`src/rtl/saa1099_pkg.sv`:
```
// Shared definitions for the SAA1099 write-port master: the request payload,
// the bus FSM state encoding and the chip register index map.
package saa1099_pkg;

    localparam int unsigned ADDR_W = 5;
    localparam int unsigned DATA_W = 8;

    // One queued register write.
    typedef struct packed {
        logic [ADDR_W-1:0] addr;
        logic [DATA_W-1:0] data;
    } saa_req_t;

    localparam int unsigned REQ_W = $bits(saa_req_t);

    typedef enum logic [2:0] {
        IDLE,
        A_SETUP,
        A_STROBE,
        A_HOLD,
        D_SETUP,
        D_STROBE,
        D_HOLD
    } wr_state_e;

    // SAA1099 register indices.
    localparam logic [ADDR_W-1:0] REG_AMP0     = 5'h00;
    localparam logic [ADDR_W-1:0] REG_FREQ0    = 5'h08;
    localparam logic [ADDR_W-1:0] REG_OCT10    = 5'h10;
    localparam logic [ADDR_W-1:0] REG_FREQEN   = 5'h14;
    localparam logic [ADDR_W-1:0] REG_NOISEEN  = 5'h15;
    localparam logic [ADDR_W-1:0] REG_NOISEGEN = 5'h16;
    localparam logic [ADDR_W-1:0] REG_ENV0     = 5'h18;
    localparam logic [ADDR_W-1:0] REG_ENV1     = 5'h19;
    localparam logic [ADDR_W-1:0] REG_CTRL     = 5'h1C;

endpackage

```
`src/rtl/saa1099_wr_fifo.sv`:
```
// Synchronous first-word-fall-through FIFO for queued register writes.
// Ports:
//   clk_sys, rst_n  clock, async active-low reset (empties the FIFO)
//   push, wdata     write side; push is ignored while full
//   pop, rdata      read side; rdata shows the head entry, pop is ignored while empty
//   full, empty     status decoded from the registered occupancy
//   level           current occupancy, 0..DEPTH
module saa1099_wr_fifo #(
    parameter int unsigned WIDTH = 13,
    parameter int unsigned DEPTH = 4
) (
    input  logic                     clk_sys,
    input  logic                     rst_n,
    input  logic                     push,
    input  logic [WIDTH-1:0]         wdata,
    input  logic                     pop,
    output logic [WIDTH-1:0]         rdata,
    output logic                     full,
    output logic                     empty,
    output logic [$clog2(DEPTH):0]   level
);

    localparam int unsigned AW = $clog2(DEPTH);
    localparam int unsigned CW = AW + 1;

    logic [WIDTH-1:0] mem [DEPTH];
    logic [AW-1:0]    wr_ptr;
    logic [AW-1:0]    rd_ptr;
    logic [CW-1:0]    count;
    logic             push_ok;
    logic             pop_ok;

    assign push_ok = push && !full;
    assign pop_ok  = pop && !empty;
    assign full    = (count == CW'(DEPTH));
    assign empty   = (count == '0);
    assign level   = count;
    assign rdata   = mem[rd_ptr];

    // Pointers wrap naturally because DEPTH is a power of two.
    always_ff @(posedge clk_sys or negedge rst_n) begin
        if (!rst_n) begin
            wr_ptr <= '0;
            rd_ptr <= '0;
            count  <= '0;
        end else begin
            if (push_ok) wr_ptr <= wr_ptr + AW'(1);
            if (pop_ok)  rd_ptr <= rd_ptr + AW'(1);
            case ({push_ok, pop_ok})
                2'b10:   count <= count + CW'(1);
                2'b01:   count <= count - CW'(1);
                default: count <= count;
            endcase
        end
    end

    // Storage array; contents are don't-care until written.
    always_ff @(posedge clk_sys) begin
        if (push_ok) mem[wr_ptr] <= wdata;
    end

endmodule

```
`src/rtl/saa1099_writer.sv`:
```
// Bus master for the SAA1099 CPU write port. Buffers valid/ready register
// writes and turns each into an address cycle (a0=1, skipped when the chip
// already has that register latched) followed by a data cycle (a0=0).
// Ports:
//   clk_sys, rst_n             clock, async active-low reset
//   req_valid/req_ready        request handshake (ready = FIFO not full)
//   req_addr, req_data         register index and value
//   inval                      forget the latched-address cache
//   busy                       work queued or bus cycle in progress
//   level                      FIFO occupancy
//   cs_n, a0, wr_n, dout       registered SAA1099 bus pins
module saa1099_writer
    import saa1099_pkg::*;
#(
    parameter int unsigned FIFO_DEPTH = 4,
    parameter int unsigned STROBE_LEN = 2,
    parameter int unsigned GAP_LEN    = 2
) (
    input  logic                          clk_sys,
    input  logic                          rst_n,
    input  logic                          req_valid,
    output logic                          req_ready,
    input  logic [ADDR_W-1:0]             req_addr,
    input  logic [DATA_W-1:0]             req_data,
    input  logic                          inval,
    output logic                          busy,
    output logic [$clog2(FIFO_DEPTH):0]   level,
    output logic                          cs_n,
    output logic                          a0,
    output logic                          wr_n,
    output logic [DATA_W-1:0]             dout
);

    localparam int unsigned MAX_LEN = (STROBE_LEN > GAP_LEN) ? STROBE_LEN : GAP_LEN;
    localparam int unsigned CNT_W   = $clog2(MAX_LEN);
    localparam logic [CNT_W-1:0] STROBE_LOAD = CNT_W'(STROBE_LEN - 1);
    localparam logic [CNT_W-1:0] GAP_LOAD    = CNT_W'(GAP_LEN - 1);

    wr_state_e          state, state_nxt;
    logic [CNT_W-1:0]   cnt, cnt_nxt;
    saa_req_t           work, work_nxt;
    logic [ADDR_W-1:0]  cache_addr, cache_addr_nxt;
    logic               cache_vld, cache_vld_nxt;
    logic               cs_n_nxt, a0_nxt, wr_n_nxt;
    logic [DATA_W-1:0]  dout_nxt;

    logic               fifo_push;
    logic               fifo_pop;
    logic               fifo_full;
    logic               fifo_empty;
    logic [REQ_W-1:0]   fifo_rdata;
    saa_req_t           head;
    logic               cache_hit_c;

    assign fifo_push   = req_valid && !fifo_full;
    assign req_ready   = !fifo_full;
    assign busy        = !fifo_empty || (state != IDLE);
    assign head        = saa_req_t'(fifo_rdata);
    assign cache_hit_c = cache_vld && (cache_addr == head.addr);

    saa1099_wr_fifo #(
        .WIDTH (REQ_W),
        .DEPTH (FIFO_DEPTH)
    ) u_fifo (
        .clk_sys (clk_sys),
        .rst_n   (rst_n),
        .push    (fifo_push),
        .wdata   (REQ_W'({req_addr, req_data})),
        .pop     (fifo_pop),
        .rdata   (fifo_rdata),
        .full    (fifo_full),
        .empty   (fifo_empty),
        .level   (level)
    );

    // Next-state, counter, cache and next-pin values. Pins are decoded from
    // the next state so every bus pin comes straight from a flop.
    always_comb begin
        state_nxt      = state;
        cnt_nxt        = cnt;
        work_nxt       = work;
        cache_addr_nxt = cache_addr;
        cache_vld_nxt  = cache_vld;
        fifo_pop       = 1'b0;
        cs_n_nxt       = cs_n;
        a0_nxt         = a0;
        wr_n_nxt       = wr_n;
        dout_nxt       = dout;

        case (state)
            IDLE: begin
                if (!fifo_empty) begin
                    fifo_pop  = 1'b1;
                    work_nxt  = head;
                    state_nxt = cache_hit_c ? D_SETUP : A_SETUP;
                end
            end
            A_SETUP: begin
                state_nxt = A_STROBE;
                cnt_nxt   = STROBE_LOAD;
            end
            A_STROBE: begin
                if (cnt == '0) begin
                    state_nxt      = A_HOLD;
                    cnt_nxt        = GAP_LOAD;
                    cache_addr_nxt = work.addr;
                    cache_vld_nxt  = 1'b1;
                end else begin
                    cnt_nxt = cnt - CNT_W'(1);
                end
            end
            A_HOLD: begin
                if (cnt == '0) state_nxt = D_SETUP;
                else           cnt_nxt   = cnt - CNT_W'(1);
            end
            D_SETUP: begin
                state_nxt = D_STROBE;
                cnt_nxt   = STROBE_LOAD;
            end
            D_STROBE: begin
                if (cnt == '0) begin
                    state_nxt = D_HOLD;
                    cnt_nxt   = GAP_LOAD;
                end else begin
                    cnt_nxt = cnt - CNT_W'(1);
                end
            end
            D_HOLD: begin
                if (cnt == '0) state_nxt = IDLE;
                else           cnt_nxt   = cnt - CNT_W'(1);
            end
            default: state_nxt = IDLE;
        endcase

        // Invalidate beats a same-cycle cache fill.
        if (inval) cache_vld_nxt = 1'b0;

        // a0/dout only move on entry to a SETUP state, so they are stable
        // through the strobe and the hold that follows it.
        case (state_nxt)
            IDLE: begin
                cs_n_nxt = 1'b1;
                wr_n_nxt = 1'b1;
            end
            A_SETUP: begin
                cs_n_nxt = 1'b0;
                wr_n_nxt = 1'b1;
                a0_nxt   = 1'b1;
                dout_nxt = DATA_W'(work_nxt.addr);
            end
            D_SETUP: begin
                cs_n_nxt = 1'b0;
                wr_n_nxt = 1'b1;
                a0_nxt   = 1'b0;
                dout_nxt = work_nxt.data;
            end
            A_STROBE, D_STROBE: begin
                cs_n_nxt = 1'b0;
                wr_n_nxt = 1'b0;
            end
            A_HOLD, D_HOLD: begin
                cs_n_nxt = 1'b0;
                wr_n_nxt = 1'b1;
            end
            default: begin
                cs_n_nxt = 1'b1;
                wr_n_nxt = 1'b1;
            end
        endcase
    end

    // State, counter, cache and bus pin registers.
    always_ff @(posedge clk_sys or negedge rst_n) begin
        if (!rst_n) begin
            state      <= IDLE;
            cnt        <= '0;
            work       <= '0;
            cache_addr <= '0;
            cache_vld  <= 1'b0;
            cs_n       <= 1'b1;
            a0         <= 1'b0;
            wr_n       <= 1'b1;
            dout       <= '0;
        end else begin
            state      <= state_nxt;
            cnt        <= cnt_nxt;
            work       <= work_nxt;
            cache_addr <= cache_addr_nxt;
            cache_vld  <= cache_vld_nxt;
            cs_n       <= cs_n_nxt;
            a0         <= a0_nxt;
            wr_n       <= wr_n_nxt;
            dout       <= dout_nxt;
        end
    end

endmodule

```
`config.mk`:
```
export PLATFORM = sky130hd
export DESIGN_NAME = saa1099_writer
export DESIGN_NICKNAME = d
export VERILOG_FILES = /design/src/rtl/saa1099_pkg.sv /design/src/rtl/saa1099_wr_fifo.sv /design/src/rtl/saa1099_writer.sv
export SDC_FILE = /design/constraint.sdc
export NUM_CORES = 1
export LEC_CHECK = 0
export ABC_AREA = 1
export BUFFER_PORTS_ARGS = -buffer_cell sky130_fd_sc_hd__buf_2
export CAP_MARGIN = 20
export CORE_UTILIZATION = 50
export CTS_BUF_LIST = sky130_fd_sc_hd__clkbuf_4 sky130_fd_sc_hd__clkbuf_8
export CTS_CLUSTER_DIAMETER = 60
export DETAILED_ROUTE_END_ITERATION = 8
export HOLD_SLACK_MARGIN = 0.02
export PLACE_DENSITY = 0.71
export SLEW_MARGIN = 20
export SYNTH_ARGS = -nofsm -noshare
export SYNTH_HDL_FRONTEND = slang
export SYNTH_SLANG_ARGS = --single-unit
```
`constraint.sdc`:
```
create_clock -name clk_sys -period 2.4 [get_ports clk_sys]
set_input_delay 0.24 -clock clk_sys [delete_from_list [all_inputs] [get_ports clk_sys]]
set_output_delay 0.24 -clock clk_sys [all_outputs]
set_load 0.01 [all_outputs]
```
# [Word level (Yosys, flattened, before mapping)]
# Memory sizes are Yosys's and may differ from the RTL's.
# Index checks and enable logic that the tools add are counted.
[classes] add_sub_neg=5 mul=0 div=0 order_cmp=0 n_eq_ne=17 shift=0 n_mux=24 bitwise_logic=1 n_reduce_logical=21
[op_table] cell="$mux W13" n=2
[op_table] cell="$eq A3 B3 Y1 const B" n=7
[op_table] cell="$pmux W3 S7" n=1
[op_table] cell="$mux W3" n=6
[op_table] cell="$pmux W8 S2" n=1
[op_table] cell="$eq A3 B2 Y1 const B" n=4
[op_table] cell="$mux W1" n=11
[op_table] cell="$reduce_or A2 Y1" n=4
[op_table] cell="$eq A3 B1 Y1 const B" n=2
[op_table] cell="$logic_not A3 Y1" n=2
[op_table] cell="$pmux W3 S2" n=1
[op_table] cell="$reduce_bool A2 Y1" n=3
[op_table] cell="$reduce_bool A3 Y1" n=2
[op_table] cell="$reduce_or A6 Y1" n=1
[op_table] cell="$eq A5 B5 Y1" n=1
[op_table] cell="$add A2 B1 Y2 const B" n=2
[op_table] cell="$logic_and A1 B1 Y1" n=4
[op_table] cell="$reduce_and A2 Y1" n=2
[op_table] cell="$add A3 B1 Y3 const B" n=1
[op_table] cell="$pmux W1 S3" n=1
[op_table] cell="$sub A3 B1 Y3 const B" n=1
[op_table] cell="$eq A2 B1 Y1 const B" n=1
[op_table] cell="$eq A2 B2 Y1 const B" n=1
[op_table] cell="$logic_not A1 Y1" n=2
[op_table] cell="5 further kinds" n=5
[totals] reg_bits=41 latchBits=0 mem_bits_rw=52 rom_bits=0 inputBits=17 mem_count=1
[mem_list] name="u_fifo.mem" depth=4 word_bits=13 read_ports=1 rd_ports_with_merged_regs=0 wr=1 line_no="saa1099_wr_fifo.sv:26" text="logic [WIDTH-1:0] mem [DEPTH];"

# [Depth between registers and ports, before layout]
# Gate-level depths: netlist of the first run.
# An unclocked memory read counts as a cell.
[depth] depth_word=9 ltp_mapped=15 mapped_depth_nobuf=13

# [Cells and area by module]
# Synthesis of the first run repeated with hierarchy kept, for this count alone.
[unflattened] hier_cells=405 hier_area_um2=4117.7
[modules_own_cells] module="saa1099_wr_fifo" instances=1 cells_per_inst=212 area_per_inst_um2=2547.4 seq_area_each_um2=1736.7
[modules_own_cells] module="saa1099_writer" instances=1 cells_per_inst=193 area_per_inst_um2=1570.3 seq_area_each_um2=853.3

# [Worst setup path before layout of the first run]
# OpenSTA, ideal clock, no wires.
[synth_path] path_kind="flip-flop to flip-flop" from="register state[2]" to="register u_fifo.count[2] (netlist: u_fifo.level[2])" setup_time_ns=0.126 arrival_ns=2.169 t_required_ns=2.274 path_slack_ns=0.105 stages_incl_launch_ff=14 path_buffers=2 period_less_slack_ns=2.295 cell_sequence="dfrtp_1 -> nor2_2 -> inv_1 -> nor2_1 -> inv_1 -> nor2_2 -> buf_4 -> buf_6 -> ha_1 -> inv_1 -> fa_1 -> a21oi_1 -> o21ai_0 -> xnor2_1"
[synth_between] elab_chain_len=5
[synth_rtl] element="from (decl)" line_no="saa1099_writer.sv:39" text="wr_state_e state, state_nxt;"
[synth_rtl] element="from (signal assigned)" line_no="saa1099_writer.sv:185" text="state <= state_nxt;"
[synth_rtl] element="$logic_not A3 Y1 (*)" line_no="saa1099_writer.sv:90" text="case (state)"
[synth_rtl] element="$mux W1 (*)" line_no="saa1099_writer.sv:90"
[synth_rtl] element="$logic_and A1 B1 Y1 (*)" line_no="saa1099_wr_fifo.sv:34" text="assign pop_ok = pop && !empty;"
[synth_rtl] element="net u_fifo.pop_ok" line_no="saa1099_wr_fifo.sv:31" text="logic pop_ok;"
[synth_rtl] element="$eq A2 B1 Y1 / $eq A2 B2 Y1 (equally long branches)" line_no="saa1099_wr_fifo.sv:49" text="case ({push_ok, pop_ok})"
[synth_rtl] element="$pmux W3 S2 / $reduce_bool A2 Y1 (equally long branches)"
[synth_rtl] element="to (signal assigned)" line_no="saa1099_wr_fifo.sv:50" text="2'b10: count <= count + CW'(1);"
[synth_rtl] element="to (signal assigned)" line_no="saa1099_wr_fifo.sv:51" text="2'b01: count <= count - CW'(1);"
[synth_rtl] element="to (signal assigned)" line_no="saa1099_wr_fifo.sv:52" text="default: count <= count;"
[synth_rtl] element="to (decl)" line_no="saa1099_wr_fifo.sv:29" text="logic [CW-1:0] count;"
# The timed path passes the listed nets; every way through them passes the cells marked *.
# A chain may end at the register's enable or synchronous reset.

# [Worst setup path in the final report of the first run]
[layout_path] from="register state[0]" to="register u_fifo.count[2] (netlist: u_fifo.level[2])"
[layout_between] elab_chain_len=5
[layout_rtl] element="$logic_not A3 Y1 (*)" line_no="saa1099_writer.sv:90"
[layout_rtl] element="$mux W1 (*)" line_no="saa1099_writer.sv:90"
[layout_rtl] element="$logic_and A1 B1 Y1 (*)" line_no="saa1099_wr_fifo.sv:34"
[layout_rtl] element="$eq A2 B1 Y1 / $eq A2 B2 Y1 (equally long branches)" line_no="saa1099_wr_fifo.sv:49"
[layout_rtl] element="$pmux W3 S2 / $reduce_bool A2 Y1 (equally long branches)"
# Every way passes the cells marked *; elsewhere a longest branch is shown, timed or not.

==> out/qor.yml, run 1 <==
synthesis:
  synth_ff_type: "edfxtp_1"
  syn-cell-area_um2: 4030
  ys_async_sr_fraction_pct: 44.1
  yosysWarningCount: 0
  ys_types: 39
  netlist_instances: 361
  synth_fp_nets: 384
  synth_edf_count: 52
  postSynthAreaPerCell_um2: 11.2
  ys_ff_latch: 93
  synth_seq_area_share_pct: 64.2
pwr:
  p_total_mw: 6.13
  power.density_nw_per_um2: 1370
  irDropWorstVdd_mv: 0.502
  p_leak_nw: 1.90
worst_setup_path:
  required_ps: 2660
  crit_chain: "nor2_2 > inv_1 > nor2_1 > inv_1 > nor2_2 > ha_1 > inv_1 > fa_1 > a21oi_1 > o21ai_0 > xnor2_1"
  critical_path_arrival_ps: 2360
  worst-path-buf-inv: 3
  critPathMaxStageDelay_ps: 440
  path_common_cell: "inv_1"
  cp_top_family: "adder cells"
  crit_path_start_kind: "flop"
  endpoint: "u_fifo.level[2]$_DFFE_PN0P_"
  crit_path_top_delay_cell: "dfrtp_1"
  path_class: "flop to flop"
  r2r_setup_slack_ps: 290
  worstPathMaxFanout: 5
  worstSetupEndpointType: "flop"
  critical_path_depth: 11
  r2r_end: "u_fifo.level[2]$_DFFE_PN0P_"
  worst_r2r_startpoint: "state[0]$_DFF_PN0_"
  worstRegToRegCells: 11
  crit_start: "state[0]$_DFF_PN0_"
floorplan:
  dieArea_um2: 8430
  fp.dieH_um: 91.8
  rows: 32
  start_util_pct: 51.9
  die_x_um: 91.8
  fp.coreArea_um2: 7770
  pin_count: 33
finish:
  num_antenna_cells: 0
  nFillCells: 651
  final_cell_count_no_fill: 508
  drive_gt1_share_pct: 21.2
  area_growth_pct: 11.2
  regArea_um2: 2590
  multi_input_area_um2: 1220
  finalInstanceArea_um2: 4480
  fin_nets: 424
clock_tree:
  clkTransAtPathRegs_ps: 90
  clock_sinks: 93
  root_buffer: "clkbuf_8"
  cts_tree: "built"
  clkLatencyLatePin_ps: 370
  htreeDepth: 3
  cts_buffers: 9
  cts_resized: 0
  clk_path_buf_depth: 2
detailed_routing:
  num_vias: 2600
  ant_nets: 0
  drt_first_pass_iters: 4
  drt-initial-drc-count: 98
  vias_per_cell: 5.12
  wl_per_cell_um: 14.6
  wl_um: 7410
  drc: 0
run:
  maxCapViolCount: 0
outcome:
  violations: "negative hold slack"
  status: "finished, violations left"
global_routing:
  grtUsageTotal_pct: 19.2
  grt-ovfl-total: 0
  grt_pass1_wl_um: 12300
  grt_pass1_vias: 2431
  grt_start_max_net_pins: 42
  antenna_found_initial: 0
place:
  routabilityCongestion: 0.775
  place_area_um2: 4280
  preCtsSetupSlack_ps: 356
  io_buffers: 32
  place_hpwl_um: 5080
  dp.cells: 491
timing:
  finalHoldViolations: 6
  tightest_slew_ps: 899
  setup_viol: 0
  timing.clock.skew_ps: 7.19
  maxSlewViolCount: 0
  slew-limit-headroom_pct: 40.1
  setup_ws_ps: 292
  fin_crit_ps: 2110
  fmax_mhz: 474
  whs_ps: -6.57
  setup-tns-final_ps: 0
  rsz0062_at_grt: "no"
  post-route-period-util_pct: 87.8
worst_hold_path:
  holdCritPathClass: "input port to async pin"
flip-flops by register name (all words and copies together), names as in the netlist:
name,count
u_fifo.wr_ptr,2
u_fifo.rd_ptr,2
a0,1
wr_n,1
work,13
cnt,1
dout,8
u_fifo.mem,52
u_fifo.level,3
cache_vld,1
state,3
cache_addr,5
cs_n,1
power by group:
part / leakage [nW] / switching [mW] / internal (mW)
combinational: 0.834 / 1.71 / 0.893
sequential: 0.964 / 0.244 / 2.24
clock: 0.0981 / 0.558 / 0.487
total: 1.90 / 2.52 / 3.62
cells by family after synthesis:
kind of cell,share of synthesized area (%)
multiplexers,0.279
AND/OR/NAND/NOR,20.5
XOR/XNOR,1.09
buffers and inverters,5.55
AO/OA/AOI/OAI,6.33
adder cells (fa/ha/maj),2.05
flip-flops,64.2
Yosys cell counts, types with 2 or more instances:
cell type,count,area [um^2]
o21ai_0,26,130
nor2_4,4,45.0
clkbuf_1,2,7.51
buf_6,3,33.8
nand4_1,2,12.5
xnor2_1,2,17.5
nor2_1,52,195
inv_2,2,7.51
a21oi_1,8,40.0
nand2_4,2,22.5
nor2_2,3,18.8
a31oi_1,7,43.8
buf_2,4,20.0
nand3_1,33,165
buf_4,2,15.0
nand2_2,6,37.5
xor2_1,3,26.3
dfstp_2,2,52.6
ha_1,5,62.6
edfxtp_1,52,1560
inv_1,25,93.8
dfrtp_1,39,976
nand2_1,57,214
nand3_2,5,50.1
timing repair:
action,4_1_cts,5_1_grt
endpoints found under the hold margin,1,0
hold buffers,1,0
setup buffers,0,0
metrics by stage:
step	hold WS, ps	utilization (%)
final	-6.57	57.7
after global routing	77.6	57.7
after global placement	399	55.1
after floorplan	-55.6	-
after detailed placement	395	55.1
after CTS	28.1	57.7
per-layer routing:
| layer | wire length, um | track usage, % |
|---|---|---|
| met1 | 3380 | 26.9 |
| met2 | 3570 | 30.4 |
| met3 | 344 | 2.57 |
| met4 | 114 | 8.20 |
| met5 | 0 | 0 |
area by class of cell:
cell class / count / share of cell area [%]
flip-flops and latches: 93 / 57.8
multi-input cells: 227 / 27.2
clock buffers: 9 / 2.76
clock inverters: 7 / 1.62
repair buffers: 42 / 5.30
well taps: 102 / 2.85
inverters: 28 / 2.51
worst min path at each step:
stage / startpoint / endpoint
after global placement: inval / cache_vld$_DFFE_PN0P_
after detailed placement: inval / cache_vld$_DFFE_PN0P_
final: rst_n / u_fifo.level[2]$_DFFE_PN0P_
after CTS: rst_n / u_fifo.level[1]$_DFFE_PN0P_
after global routing: rst_n / u_fifo.wr_ptr[0]$_DFFE_PN0P_
after floorplan: rst_n / a0$_DFFE_PN0P_
layout by cell type (no fill, tap or decap), types with 2 or more instances in the layout:
master    netlist  routed
xor2_1          3       3
inv_6           0       3
o21ai_0        26      26
nand4_1         2       2
a31oi_1         7       7
ha_1            5       5
nor2_4          4       4
dfrtp_1        39      39
nand2_4         2       2
nor2_1         52      52
nor2_2          3       3
a21oi_1         8       8
inv_2           2       2
inv_1          25      25
buf_4           2       9
nand3_1        33      33
nand3_2         5       5
nand2_2         6       6
edfxtp_1       52      52
xnor2_1         2       2
nand2_1        57      57
buf_2           4      32
dfstp_2         2       2
clkbuf_8        0       9
worst reg2reg max path: cells and delay by family, from the launching register on:
kind / cells / cell delay [ps]
AND/OR/NAND/NOR: 3 / 390
AO/OA/AOI/OAI: 2 / 280
flip-flops: 1 / 440
buffers and inverters: 3 / 190
XOR/XNOR: 1 / 130
adder cells (fa/ha/maj): 2 / 560
No activity file was read; power rests on OpenSTA's default activity.
==> run 2: changes to the inputs <==
--- a/config.mk
+++ b/config.mk
@@ -8,12 +8,14 @@
 export ABC_AREA = 1
 export BUFFER_PORTS_ARGS = -buffer_cell sky130_fd_sc_hd__buf_2
 export CAP_MARGIN = 20
-export CORE_UTILIZATION = 50
+export CELL_PAD_IN_SITES_DETAIL_PLACEMENT = 1
+export CELL_PAD_IN_SITES_GLOBAL_PLACEMENT = 1
+export CORE_UTILIZATION = 40
 export CTS_BUF_LIST = sky130_fd_sc_hd__clkbuf_4 sky130_fd_sc_hd__clkbuf_8
 export CTS_CLUSTER_DIAMETER = 60
 export DETAILED_ROUTE_END_ITERATION = 8
 export HOLD_SLACK_MARGIN = 0.02
-export PLACE_DENSITY = 0.71
+export PLACE_DENSITY_LB_ADDON = 0.1
 export SLEW_MARGIN = 20
 export SYNTH_ARGS = -nofsm -noshare
 export SYNTH_HDL_FRONTEND = slang
==> out/qor.yml, run 2 (synthesis gave the netlist of run 1 again) <==
floorplan:
  fp.coreArea_um2: 9770
  dieArea_um2: 10500
  fp.dieH_um: 102
  start_util_pct: 41.3
  rows: 36
  die_x_um: 102
  pin_count: 33
clock_tree:
  cts_setup_buffers: 0
  htreeDepth: 3
  clock_sinks: 93
  clkTransAtPathRegs_ps: 90
  clk_path_buf_depth: 2
  cts_tree: "built"
  root_buffer: "clkbuf_8"
  clkLatencyLatePin_ps: 360
  cts_buffers: 9
outcome:
  status: "complete, no violations"
pwr:
  swShare_pct: 39.7
  intPower_mw: 3.89
  power.density_nw_per_um2: 1410
  irDropWorstVdd_mv: 0.459
  power.share.combinational_pct: 41.8
  power.switching_mw: 2.57
  p_leak_nw: 1.93
  p_clk_share_pct: 19.4
  power_frac_seq_pct: 38.7
timing:
  fmax_mhz: 463
  rsz0062_at_grt: "no"
  whs_ps: 29.1
  timing.clock.skew_ps: 9.51
  maxSlewViolCount: 0
  setup_viol: 0
  setup_ws_ps: 240
  post-route-period-util_pct: 90.0
  slew-limit-headroom_pct: 36.2
  fin_crit_ps: 2160
  tightest_slew_ps: 957
  setup-tns-final_ps: 0
  finalHoldViolations: 0
place:
  place_hpwl_um: 6100
  dp.cells: 523
  routabilityCongestion: 0.689
  preCtsSetupSlack_ps: 206
  io_buffers: 32
worst_setup_path:
  crit_path_start_kind: "flop"
  worstSetupEndpointType: "flop"
  path_common_cell: "inv_1"
  critical_path_arrival_ps: 2400
  critPathMaxStageDelay_ps: 430
  path_class: "flop to flop"
  required_ps: 2640
  worstPathMaxFanout: 4
  crit_chain: "nor2_2 > inv_1 > nor2_1 > inv_1 > nor2_2 > ha_1 > inv_1 > fa_1 > a21oi_1 > o21ai_0 > xnor2_1"
  crit_path_top_delay_cell: "dfrtp_1"
global_routing:
  grtUsageTotal_pct: 18.9
  grt-ovfl-total: 0
  grt_pass1_wl_um: 14400
  grt_pass1_vias: 2756
  grt_start_max_net_pins: 42
  antenna_found_initial: 0
finish:
  reg_top3: "u_fifo.mem: 52 flops, work: 13 flops, dout: 8 flops"
  largest_reg_flops: 52
  fin_nets: 425
  most-common-layout-cells: "nand2_1, nor2_1, edfxtp_1"
  largest-register: "u_fifo.mem"
  final_common_cell: "nand2_1"
  final_cell_count_no_fill: 540
  drive_gt1_share_pct: 21.6
  area_growth_pct: 13.8
  num_antenna_cells: 0
detailed_routing:
  wl_met3_um: 165
  wl_um: 8890
  met1_length_um: 4220
  ant_nets: 0
  top_layer: "met4"
  drt-initial-drc-count: 55
  wl_per_cell_um: 16.5
  vias_per_cell: 4.91
  drt_first_pass_iters: 4
  drc: 0
  num_vias: 2649
  wl_met2_um: 4350
run:
  maxCapViolCount: 0
worst_hold_path:
  holdCritPathClass: "input port to async pin"
==> run 2: changes by cell type in the layout (fill, tap and decap cells not counted), sizes merged <==
cell	previous run	this run
bufinv	1	3
clkinv	2	0
inv	31	28
buf	41	42
clkbuf	9	12
==> run 2: critical path: cells and delay by family (launching register included) <==
family	cells	cell delay, ps
AO/OA/AOI/OAI	2	270
XOR/XNOR	1	150
adder cells (fa/ha/maj)	2	550
buffers and inverters	3	210
flip-flops	1	430
AND/OR/NAND/NOR	3	450
==> run 2: repair_timing <==
action / CTS / global route
hold buffers: 1 / 0
resized for setup: 0 / 0
endpoints found under the hold margin: 1 / 0
==> run 2: area by class of cell <==
| type | count | area (um^2) |
|---|---|---|
| tap | 133 | 166 |
| inverter | 28 | 113 |
| sequential | 93 | 2590 |
| clock inverter | 4 | 97.6 |
| timing repair buffer | 43 | 258 |
| fill | 1107 | 5180 |
| multi-input combinational | 227 | 1220 |
| clock buffer | 12 | 146 |
==> run 2: stage by stage <==
step / area [um^2] / power [mW] / util, %
CTS: 4590 / 6.58 / 47.0
global route: 4590 / 6.98 / 47.0
detailed placement: 4340 / 5.30 / 44.4
floorplan: 4030 / 4.51 / -
finish: 4590 / 6.46 / 47.0
global placement: 4340 / 5.20 / 44.4
==> run 2: final timing paths <==
path | startpoint | end | slack, ps | depth (start not counted)
worst max-delay path | state[2]$_DFF_PN0_ | u_fifo.level[2]$_DFFE_PN0P_ | 240 | 11
worst min-delay path | rst_n | work[11]$_DFF_PN0_ | 30 | 1
worst max register to register | state[2]$_DFF_PN0_ | u_fifo.level[2]$_DFFE_PN0P_ | 240 | 11
worst min register to register | a0$_DFFE_PN0P_ | a0$_DFFE_PN0P_ | 480 | 2
max in group asynchronous | rst_n | work[2]$_DFF_PN0_ | 1780 | 1
min in group clk_sys | req_data[2] | u_fifo.mem[3][2]$_DFFE_PP_ | 90 | 1
==> run 2: power by group through the flow <==
stage	registers (mW)	clock network (mW)	logic [mW]
6_report	2.50	1.25	2.70
5_1_grt	2.56	1.35	3.07
4_1_cts	2.51	1.30	2.77
3_5_place_dp	2.54	0	2.76
3_3_place_gp	2.53	0	2.67
2_1_floorplan	2.51	0	2.01
==> run 2: metal layers <==
metal / up-vias / track usage, %
met2: 34 / 31.5
met1: 1309 / 24.9
met3: 10 / 2.26
li1: 1296 / -
met4: 0 / 8.24
met5: - / 0
==> run 3: changes to the inputs <==
--- a/config.mk
+++ b/config.mk
@@ -10,13 +10,13 @@
 export CAP_MARGIN = 20
 export CELL_PAD_IN_SITES_DETAIL_PLACEMENT = 1
 export CELL_PAD_IN_SITES_GLOBAL_PLACEMENT = 1
+export CORE_ASPECT_RATIO = 0.7
 export CORE_UTILIZATION = 40
 export CTS_BUF_LIST = sky130_fd_sc_hd__clkbuf_4 sky130_fd_sc_hd__clkbuf_8
 export CTS_CLUSTER_DIAMETER = 60
 export DETAILED_ROUTE_END_ITERATION = 8
 export HOLD_SLACK_MARGIN = 0.02
 export PLACE_DENSITY_LB_ADDON = 0.1
-export SLEW_MARGIN = 20
 export SYNTH_ARGS = -nofsm -noshare
 export SYNTH_HDL_FRONTEND = slang
 export SYNTH_SLANG_ARGS = --single-unit
==> out/qor.yml, run 3 (synthesis gave the netlist of run 1 again) <==
worst_setup_path:
  path_class: "flop to flop"
  critical_path_arrival_ps: 2360
  r2r_setup_slack_ps: 290
  worstRegToRegCells: 9
  required_ps: 2650
  worstPathMaxFanout: 8
  worstSetupEndpointType: "flop"
  crit_path_start_kind: "flop"
  worst_r2r_startpoint: "u_fifo.level[0]$_DFFE_PN0P_"
  r2r_end: "u_fifo.level[2]$_DFFE_PN0P_"
detailed_routing:
  ant_nets: 0
  met1_length_um: 4310
  drc: 0
  wl_met3_um: 279
  wl_um: 8490
  wl_per_cell_um: 15.9
  top_layer: "met4"
  drt_first_pass_iters: 4
  num_vias: 2637
  wl_met2_um: 3780
  drt-initial-drc-count: 92
  vias_per_cell: 4.93
finish:
  nFillCells: 1083
  reg_top3: "u_fifo.mem: 52 flops, work: 13 flops, dout: 8 flops"
  most-common-layout-cells: "nand2_1, edfxtp_1, nor2_1"
  final_common_cell: "nand2_1"
  largest_reg_flops: 52
  fin_nets: 425
  num_antenna_cells: 0
  drive_gt1_share_pct: 21.9
  largest-register: "u_fifo.mem"
  area_growth_pct: 11.7
  fin_util_pct: 46.2
  finalInstanceArea_um2: 4510
clock_tree:
  htreeDepth: 3
  clk_path_buf_depth: 2
  cts_buffers: 9
  cts_tree: "built"
  clkLatencyLatePin_ps: 360
  clkTransAtPathRegs_ps: 90
  root_buffer: "clkbuf_8"
  clock_sinks: 93
pwr:
  intPower_mw: 3.54
  swShare_pct: 41.9
  p_leak_nw: 1.89
  power_frac_seq_pct: 41.0
  p_clk_share_pct: 15.4
  power.density_nw_per_um2: 1350
  irDropWorstVdd_mv: 0.496
  power.switching_mw: 2.56
  power.share.combinational_pct: 43.6
floorplan:
  pin_count: 33
  fp.dieH_um: 86.0
  die_x_um: 122
  rows: 30
  dieArea_um2: 10500
  start_util_pct: 41.3
  fp.coreArea_um2: 9760
place:
  place_area_um2: 4320
  place_hpwl_um: 5980
  io_buffers: 32
  routabilityCongestion: 0.715
worst_hold_path:
  holdCritPathClass: "input port to async pin"
timing:
  finalHoldViolations: 0
  setup-tns-final_ps: 0
  whs_ps: 26.8
  fin_crit_ps: 2110
  slew-limit-headroom_pct: 36.4
  fmax_mhz: 474
  maxSlewViolCount: 0
  timing.clock.skew_ps: 13.4
  tightest_slew_ps: 954
  post-route-period-util_pct: 87.9
  setup_viol: 0
  rsz0062_at_grt: "no"
outcome:
  status: "complete, no violations"
global_routing:
  antenna_found_initial: 0
  grt_start_max_net_pins: 42
  grt-ovfl-total: 0
  grt_pass1_vias: 2674
  grtUsageTotal_pct: 18.1
  grt_pass1_wl_um: 14000
run:
  maxCapViolCount: 0
## run 3: power groups by stage
stage	clock network [mW]	registers [mW]	logic, mW
3_5_place_dp	0	2.54	2.70
6_report	0.941	2.50	2.66
2_1_floorplan	0	2.51	2.01
4_1_cts	0.985	2.50	2.72
5_1_grt	1.04	2.56	3.03
3_3_place_gp	0	2.52	2.65
## run 3: worst max-delay path by stage
stage / start / end / slack [ps] / cells past startpoint
floorplan: state[2]$_DFF_PN0_ / u_fifo.level[2]$_DFFE_PN0P_ / 100 / 13
global placement: u_fifo.level[0]$_DFFE_PN0P_ / u_fifo.level[2]$_DFFE_PN0P_ / 320 / 9
detailed placement: state[0]$_DFF_PN0_ / u_fifo.level[2]$_DFFE_PN0P_ / 240 / 11
CTS: state[2]$_DFF_PN0_ / u_fifo.level[2]$_DFFE_PN0P_ / 230 / 11
global route: u_fifo.level[0]$_DFFE_PN0P_ / u_fifo.level[2]$_DFFE_PN0P_ / 50 / 9
finish: u_fifo.level[0]$_DFFE_PN0P_ / u_fifo.level[2]$_DFFE_PN0P_ / 290 / 9
## run 3: critical path, stage by stage, from the launching register on
cell and delay (ps):
dfrtp_1 440, inv_1 120, nand3_1 110, nand2_1 260, ha_1 220, inv_1 70
fa_1 380, a21oi_1 150, o21ai_0 120, xnor2_1 130
## run 3: repair_timing
action,4_1_cts,5_1_grt
endpoints found under the setup margin,0,1
hold buffers,1,0
resized for setup,0,1
endpoints found under the hold margin,1,0
buffers inserted,0,0
## run 3: cell type report
type                            count  area, um^2  share of cell area [%]
Clock buffer                       11         139                    3.08
Clock inverter                      5        36.3                   0.805
Inverter                           28         113                    2.50
Multi-Input combinational cell    227        1220                    27.1
Sequential cell                    93        2590                    57.5
Tap cell                          128         160                    3.55
Timing Repair Buffer               43         245                    5.44
## run 3: layer usage
metal / up-vias / global-route usage, %
li1: 1293 / -
met5: - / 0
met1: 1302 / 26.5
met4: 0 / 5.27
met3: 10 / 4.39
met2: 32 / 26.6
## run 3: metrics by stage
| step | instances | setup WS (ps) | power [mW] |
|---|---|---|---|
| after floorplan | 361 | 105 | 4.51 |
| after global placement | 518 | 321 | 5.17 |
| after detailed placement | 518 | 242 | 5.24 |
| after CTS | 535 | 231 | 6.21 |
| after global routing | 535 | 48.9 | 6.63 |
| final | 535 | 290 | 6.10 |
